===== src/rtl/i2c_shift_reg_slave.sv =====
// Full-duplex parallel/serial shift register for the I2C slave datapath.
// Transmits a loaded word on Out and assembles the received word on RxData.
module i2c_shift_reg_slave #(
  parameter int unsigned WIDTH     = 8,
  parameter bit          MSB_FIRST = 1'b1,
  parameter bit          IDLE_OUT  = 1'b1
) (
  input  logic             Clk,
  input  logic             Rst,
  input  logic [WIDTH-1:0] In,
  input  logic             Load,
  output logic             Ready,
  input  logic             ShiftEn,
  input  logic             SerIn,
  input  logic             Abort,
  output logic             Out,
  output logic             Busy,
  output logic             Done,
  output logic [WIDTH-1:0] RxData
);

  localparam int unsigned    CntW    = $clog2(WIDTH + 1);
  localparam logic [CntW-1:0] LastCnt = CntW'(WIDTH - 1);

  typedef enum logic [0:0] {StIdle, StShift} state_e;

  state_e           state_q, state_d;
  logic [WIDTH-1:0] tx_q, tx_d;
  logic [WIDTH-1:0] rx_q, rx_d;
  logic [WIDTH-1:0] rxdata_q, rxdata_d;
  logic [CntW-1:0]  cnt_q, cnt_d;
  logic             out_q, out_d;
  logic             done_q, done_d;

  logic             first_bit;
  logic             next_bit;
  logic [WIDTH-1:0] tx_shifted;
  logic [WIDTH-1:0] rx_shifted;

  // Bit-order dependent views of the shift registers.
  always_comb begin
    if (MSB_FIRST) begin
      first_bit  = In[WIDTH-1];
      next_bit   = tx_q[WIDTH-2];
      tx_shifted = {tx_q[WIDTH-2:0], 1'b0};
      rx_shifted = {rx_q[WIDTH-2:0], SerIn};
    end else begin
      first_bit  = In[0];
      next_bit   = tx_q[1];
      tx_shifted = {1'b0, tx_q[WIDTH-1:1]};
      rx_shifted = {SerIn, rx_q[WIDTH-1:1]};
    end
  end

  always_ff @(posedge Clk) begin
    if (Rst) begin
      state_q  <= StIdle;
      tx_q     <= '0;
      rx_q     <= '0;
      rxdata_q <= '0;
      cnt_q    <= '0;
      out_q    <= IDLE_OUT;
      done_q   <= 1'b0;
    end else begin
      state_q  <= state_d;
      tx_q     <= tx_d;
      rx_q     <= rx_d;
      rxdata_q <= rxdata_d;
      cnt_q    <= cnt_d;
      out_q    <= out_d;
      done_q   <= done_d;
    end
  end

  always_comb begin
    state_d  = state_q;
    tx_d     = tx_q;
    rx_d     = rx_q;
    rxdata_d = rxdata_q;
    cnt_d    = cnt_q;
    out_d    = out_q;
    done_d   = 1'b0;

    if (Abort) begin
      // Drops the word without a Done pulse; RxData keeps the last full word.
      state_d = StIdle;
      out_d   = IDLE_OUT;
      cnt_d   = '0;
    end else begin
      unique case (state_q)
        StIdle: begin
          if (Load) begin
            tx_d    = In;
            cnt_d   = '0;
            out_d   = first_bit;
            state_d = StShift;
          end
        end
        StShift: begin
          if (ShiftEn) begin
            rx_d = rx_shifted;
            if (cnt_q == LastCnt) begin
              rxdata_d = rx_shifted;
              out_d    = IDLE_OUT;
              done_d   = 1'b1;
              cnt_d    = '0;
              state_d  = StIdle;
            end else begin
              tx_d  = tx_shifted;
              out_d = next_bit;
              cnt_d = cnt_q + CntW'(1);
            end
          end
        end
        default: state_d = StIdle;
      endcase
    end
  end

  always_comb begin
    Busy   = (state_q == StShift);
    Ready  = (state_q != StShift);
    Out    = out_q;
    Done   = done_q;
    RxData = rxdata_q;
  end

endmodule

===== config.mk =====
export PLATFORM = sky130hd
export DESIGN_NAME = i2c_shift_reg_slave
export DESIGN_NICKNAME = d
export VERILOG_FILES = /design/src/rtl/i2c_shift_reg_slave.sv
export SDC_FILE = /design/constraint.sdc
export NUM_CORES = 1
export LEC_CHECK = 0
export BUFFER_PORTS_ARGS = -buffer_cell sky130_fd_sc_hd__buf_2
export CAP_MARGIN = 25
export CORE_UTILIZATION = 37
export CTS_CLUSTER_SIZE = 10
export DETAILED_ROUTE_END_ITERATION = 12
export GPL_TIMING_DRIVEN = 0
export PLACE_DENSITY_LB_ADDON = 0.2
export RECOVER_POWER = 100
export SLEW_MARGIN = 40
export SYNTH_ARGS = -nofsm -noshare
export SYNTH_HDL_FRONTEND = slang
export SYNTH_SLANG_ARGS = --single-unit
export TNS_END_PERCENT = 5

===== constraint.sdc =====
create_clock -name Clk -period 1.92 [get_ports Clk]
set_clock_uncertainty 0.05 [all_clocks]
set_input_delay 0.384 -clock Clk [delete_from_list [all_inputs] [get_ports Clk]]
set_output_delay 0.384 -clock Clk [all_outputs]
set_load 0.1 [all_outputs]

==> out/results.md <==
| Metric | Reported | Unit |
|:---|:---|:---|
| Number of storage elements in the synthesis netlist | 29 | - |
| Hold WS | 0.2563 | ns |
| Worst Setup Start Kind | flip-flop | - |
| Setup repair after global routing missed its margin | false | - |
| Cell chosen for the clock root | clkbuf_4 | - |
| Number of detailed-route iterations in the first pass | 4 | - |
| Average via count per standard cell | 4.924 | - |
| Via count of the first global-routing pass | 1,033 | - |
| First-pass GRT wire length | 4657 | um |
| Number of distinct library cell variants in the gate-level netlist after synthesis | 30 | - |
| Detailed Route Iter0 Violations | 45 | - |
| Maximum VDD drop | 0.4319 | mV |
| CTS clk-pin slew, worst paths | 0.10 | ns |
| Number of buffers inserted by hold repair at cts | 0 | - |
| CTS tree | built | - |
| Setup TNS | 0 | ns |
| Post-DP HPWL | 1973 | um |
| Transition at the pin with the smallest max-transition slack | 0.5489 | ns |
| Die area | 0.003723 | sq mm |
| Status | completed | - |
| Starting utilization of the core area | 38.62 | % |
| Number of hold-slack violations in the final timing report | 0 | - |
| Portion of the post-synthesis area used by sequential elements | 45.05 | % |
| Tot Pwr | 0.001092 | W |
| Area growth from synthesis to layout | 15.83 | % |
| Core Util, Final | 44.73 | % |
| GPL Wtd Cong | 0.7664 | - |
| Vias | 1,103 | - |
| Count of final max-slew check failures | 0 | - |
| Residual DRC count | 0 | - |
| Reg2reg setup slack | 0.14 | ns |
| Yosys warning count | 0 | - |
| Average instance area after synthesis | 8.767 | sq um |
| Fraction of synthesized cell area taken by the top area cell type | 45.05 | % |
| Startpoint of the lowest-slack hold path | SerIn | - |
| Die width | 61.02 | um |
| Antenna violations before repair | 0 | - |
| Max-capacitance violation count | 0 | - |
| H-tree depth | 2 | - |
| Number of top-level pins | 26 | - |
| PwrDens | 731.3 | mW/mm^2 |
| Period utilization | 92.56 | % |
| Data arrival time of the worst path | 1.95 | ns |
| Worst min-delay path endpoint | rx_q[0] | - |
| Post-layout min period | 1.777 | ns |
| Total Routed Length | 2759 | um |
| Beginning of the worst register-to-register path | cnt_q[0] | - |
| Syn_nets | 162 | - |
| Worst slew margin relative to its limit | 63.56 | % |
| Floorplan row count | 21 | - |
| Final Net Count | 192 | - |
| Core area | 0.003337 | sq mm |
| Antenna Nets Post-Route | 0 | - |
| Number of clock buffers inserted by TritonCTS | 5 | - |
| Number of endpoints failing setup at the final stage | 0 | - |
| Hold path depth | 3 | - |
| Max Fanout on Critical Path | 7 | - |
| Remaining global-route overflow | 0 | - |
| Leakage power of the design | 0.5722 | nW |
| Endpoint type of the worst setup path | flip-flop | - |
| Syn Inst Count | 147 | - |
| Synth top area cells | dfxtp_1, a21oi_1, mux2_4 | - |
| Start-to-end type of the worst setup path | flip-flop to flip-flop | - |
| Non-filler instance count after layout | 224 | - |
| Gr usage total | 17.48 | % |
| Synthesized area | 0.001289 | sq mm |
| Highest achievable clock rate | 0.5627 | GHz |
| Post-CTS Repair Setup Buffers | 0 | - |
| Post-synthesis cell type with the largest combined area | dfxtp_1 | - |
| Required arrival time at the worst endpoint | 2.09 | ns |
| Diodes inserted | 0 | - |
| Buffer levels on the longest clock path | 2 | - |
| Chip Height | 61.02 | um |
| Layout cells sized above 1 | 22.47 | % |
| CTS sink count | 29 | - |
| R2R Path End | tx_q[6] | - |
| Logic depth of the worst register-to-register path | 5 | - |
| Pin count of the biggest net entering global routing | 20 | - |
| Number of I/O port buffers | 24 | - |
| Worst skew pair latency | 0.33 | ns |
| Average wire length per cell after detail routing | 12.32 | um |
| Placed instance count | 217 | - |
| Kind of path behind the tightest hold check | input pin to flip-flop | - |
[what timing repair did]
| item | 4_1_cts | 5_1_grt |
|---|---|---|
| hold endpoints to repair | 0 | 0 |
| endpoints found under the setup margin | 1 | 0 |
| resized for setup | 1 | 0 |
[kinds of logic after synthesis]
family                   after synthesis  share of synthesized area [%]
buffers and inverters                 14                          5.437
AND/OR/NAND/NOR                       56                          21.46
multiplexers                          13                          12.72
AO/OA/AOI/OAI                         34                          14.37
adder cells (fa/ha/maj)                1                         0.9707
flip-flops                            29                          45.05
[layout by cell type, fill, tap and decap left out, drive strengths merged]
cell type  Yosys  layout
a211o          1       1
a21oi         18      18
a31oi          2       2
a32oi          1       1
and3b          2       2
buf            6      16
clkbuf         6      24
clkinv         0       2
clkinvlp       0       2
dfxtp         29      29
ha             1       1
inv            2       1
mux2           6       6
mux2i          7       7
nand2         18      18
nand2b         1       1
nand3          9       9
nand3b         2       2
nand4          2       2
nor2           9       9
nor2b          7       7
nor3           3       3
o21ai         10      10
o22ai          1       1
o2bb2ai        1       1
or2            1       1
or3            1       1
or4            1       1
[registers in the layout (all words and copies together) (netlist names)]
signal	flops
Busy	1
Done	1
tx_q	7
Out	1
cnt_q	4
rx_q	7
RxData	8
[cell type report]
cell class	instances	area [sq um]
multi-input cells	104	611.8
flip-flops and latches	29	584.3
fillers	371	1844
plain buffers	11	50.05
clock inverters	3	17.52
repair buffers	24	122.6
well taps	46	57.56
clock buffers	5	37.54
inverters	2	11.26
[per-stage QoR]
stage | area (sq um) | setup slack, ns
5_1_grt | 1493 | 0.07140
3_3_place_gp | 1474 | 0.2427
6_report | 1493 | 0.1428
2_1_floorplan | 1296 | 0.04327
3_5_place_dp | 1474 | 0.2233
4_1_cts | 1526 | 0.1293
[worst max-delay path, cell delays in order (launching register included)]
cell and delay, ns:
dfxtp_1 0.34, ha_1 0.25, and3b_1 0.23, a211o_1 0.30, clkbuf_2 0.18, mux2_1 0.33
[routing by layer]
layer  vias up  track usage [%]  wire length [um]
li1        568                -                 -
met1       505            21.29              1252
met2        26            27.79              1317
met3         4            6.303               147
met4         0            7.792                41
met5         -                0                 0
[where the power goes]
group          internal, W  switching (W)  leakage (nW)  total (W)
sequential        0.000611     0.00000550         0.235   0.000617
clock             0.000138       0.000228        0.0310   0.000365
combinational    0.0000392      0.0000703         0.306   0.000109
total             0.000788       0.000303         0.572    0.00109
[worst max-delay path by stage]
stage | startpoint | to | slack (ns) | depth (start not counted)
after floorplan | Busy | tx_q[0] | 0.04 | 5
after global placement | cnt_q[0] | tx_q[3] | 0.24 | 5
after CTS | Busy | Ready | 0.13 | 3
after detailed placement | cnt_q[0] | tx_q[3] | 0.22 | 5
after global routing | Busy | Ready | 0.07 | 3
final | cnt_q[0] | tx_q[6] | 0.14 | 5
[cell usage after synthesis, drive strengths merged]
library cell	n
a211o	1
a21oi	18
a31oi	2
a32oi	1
and3b	2
buf	6
clkbuf	6
dfxtp	29
ha	1
inv	2
mux2	6
mux2i	7
nand2	18
nand2b	1
nand3	9
nand3b	2
nand4	2
nor2	9
nor2b	7
nor3	3
o21ai	10
o22ai	1
o2bb2ai	1
or2	1
or3	1
or4	1
Power figures use the tool's default switching activity.
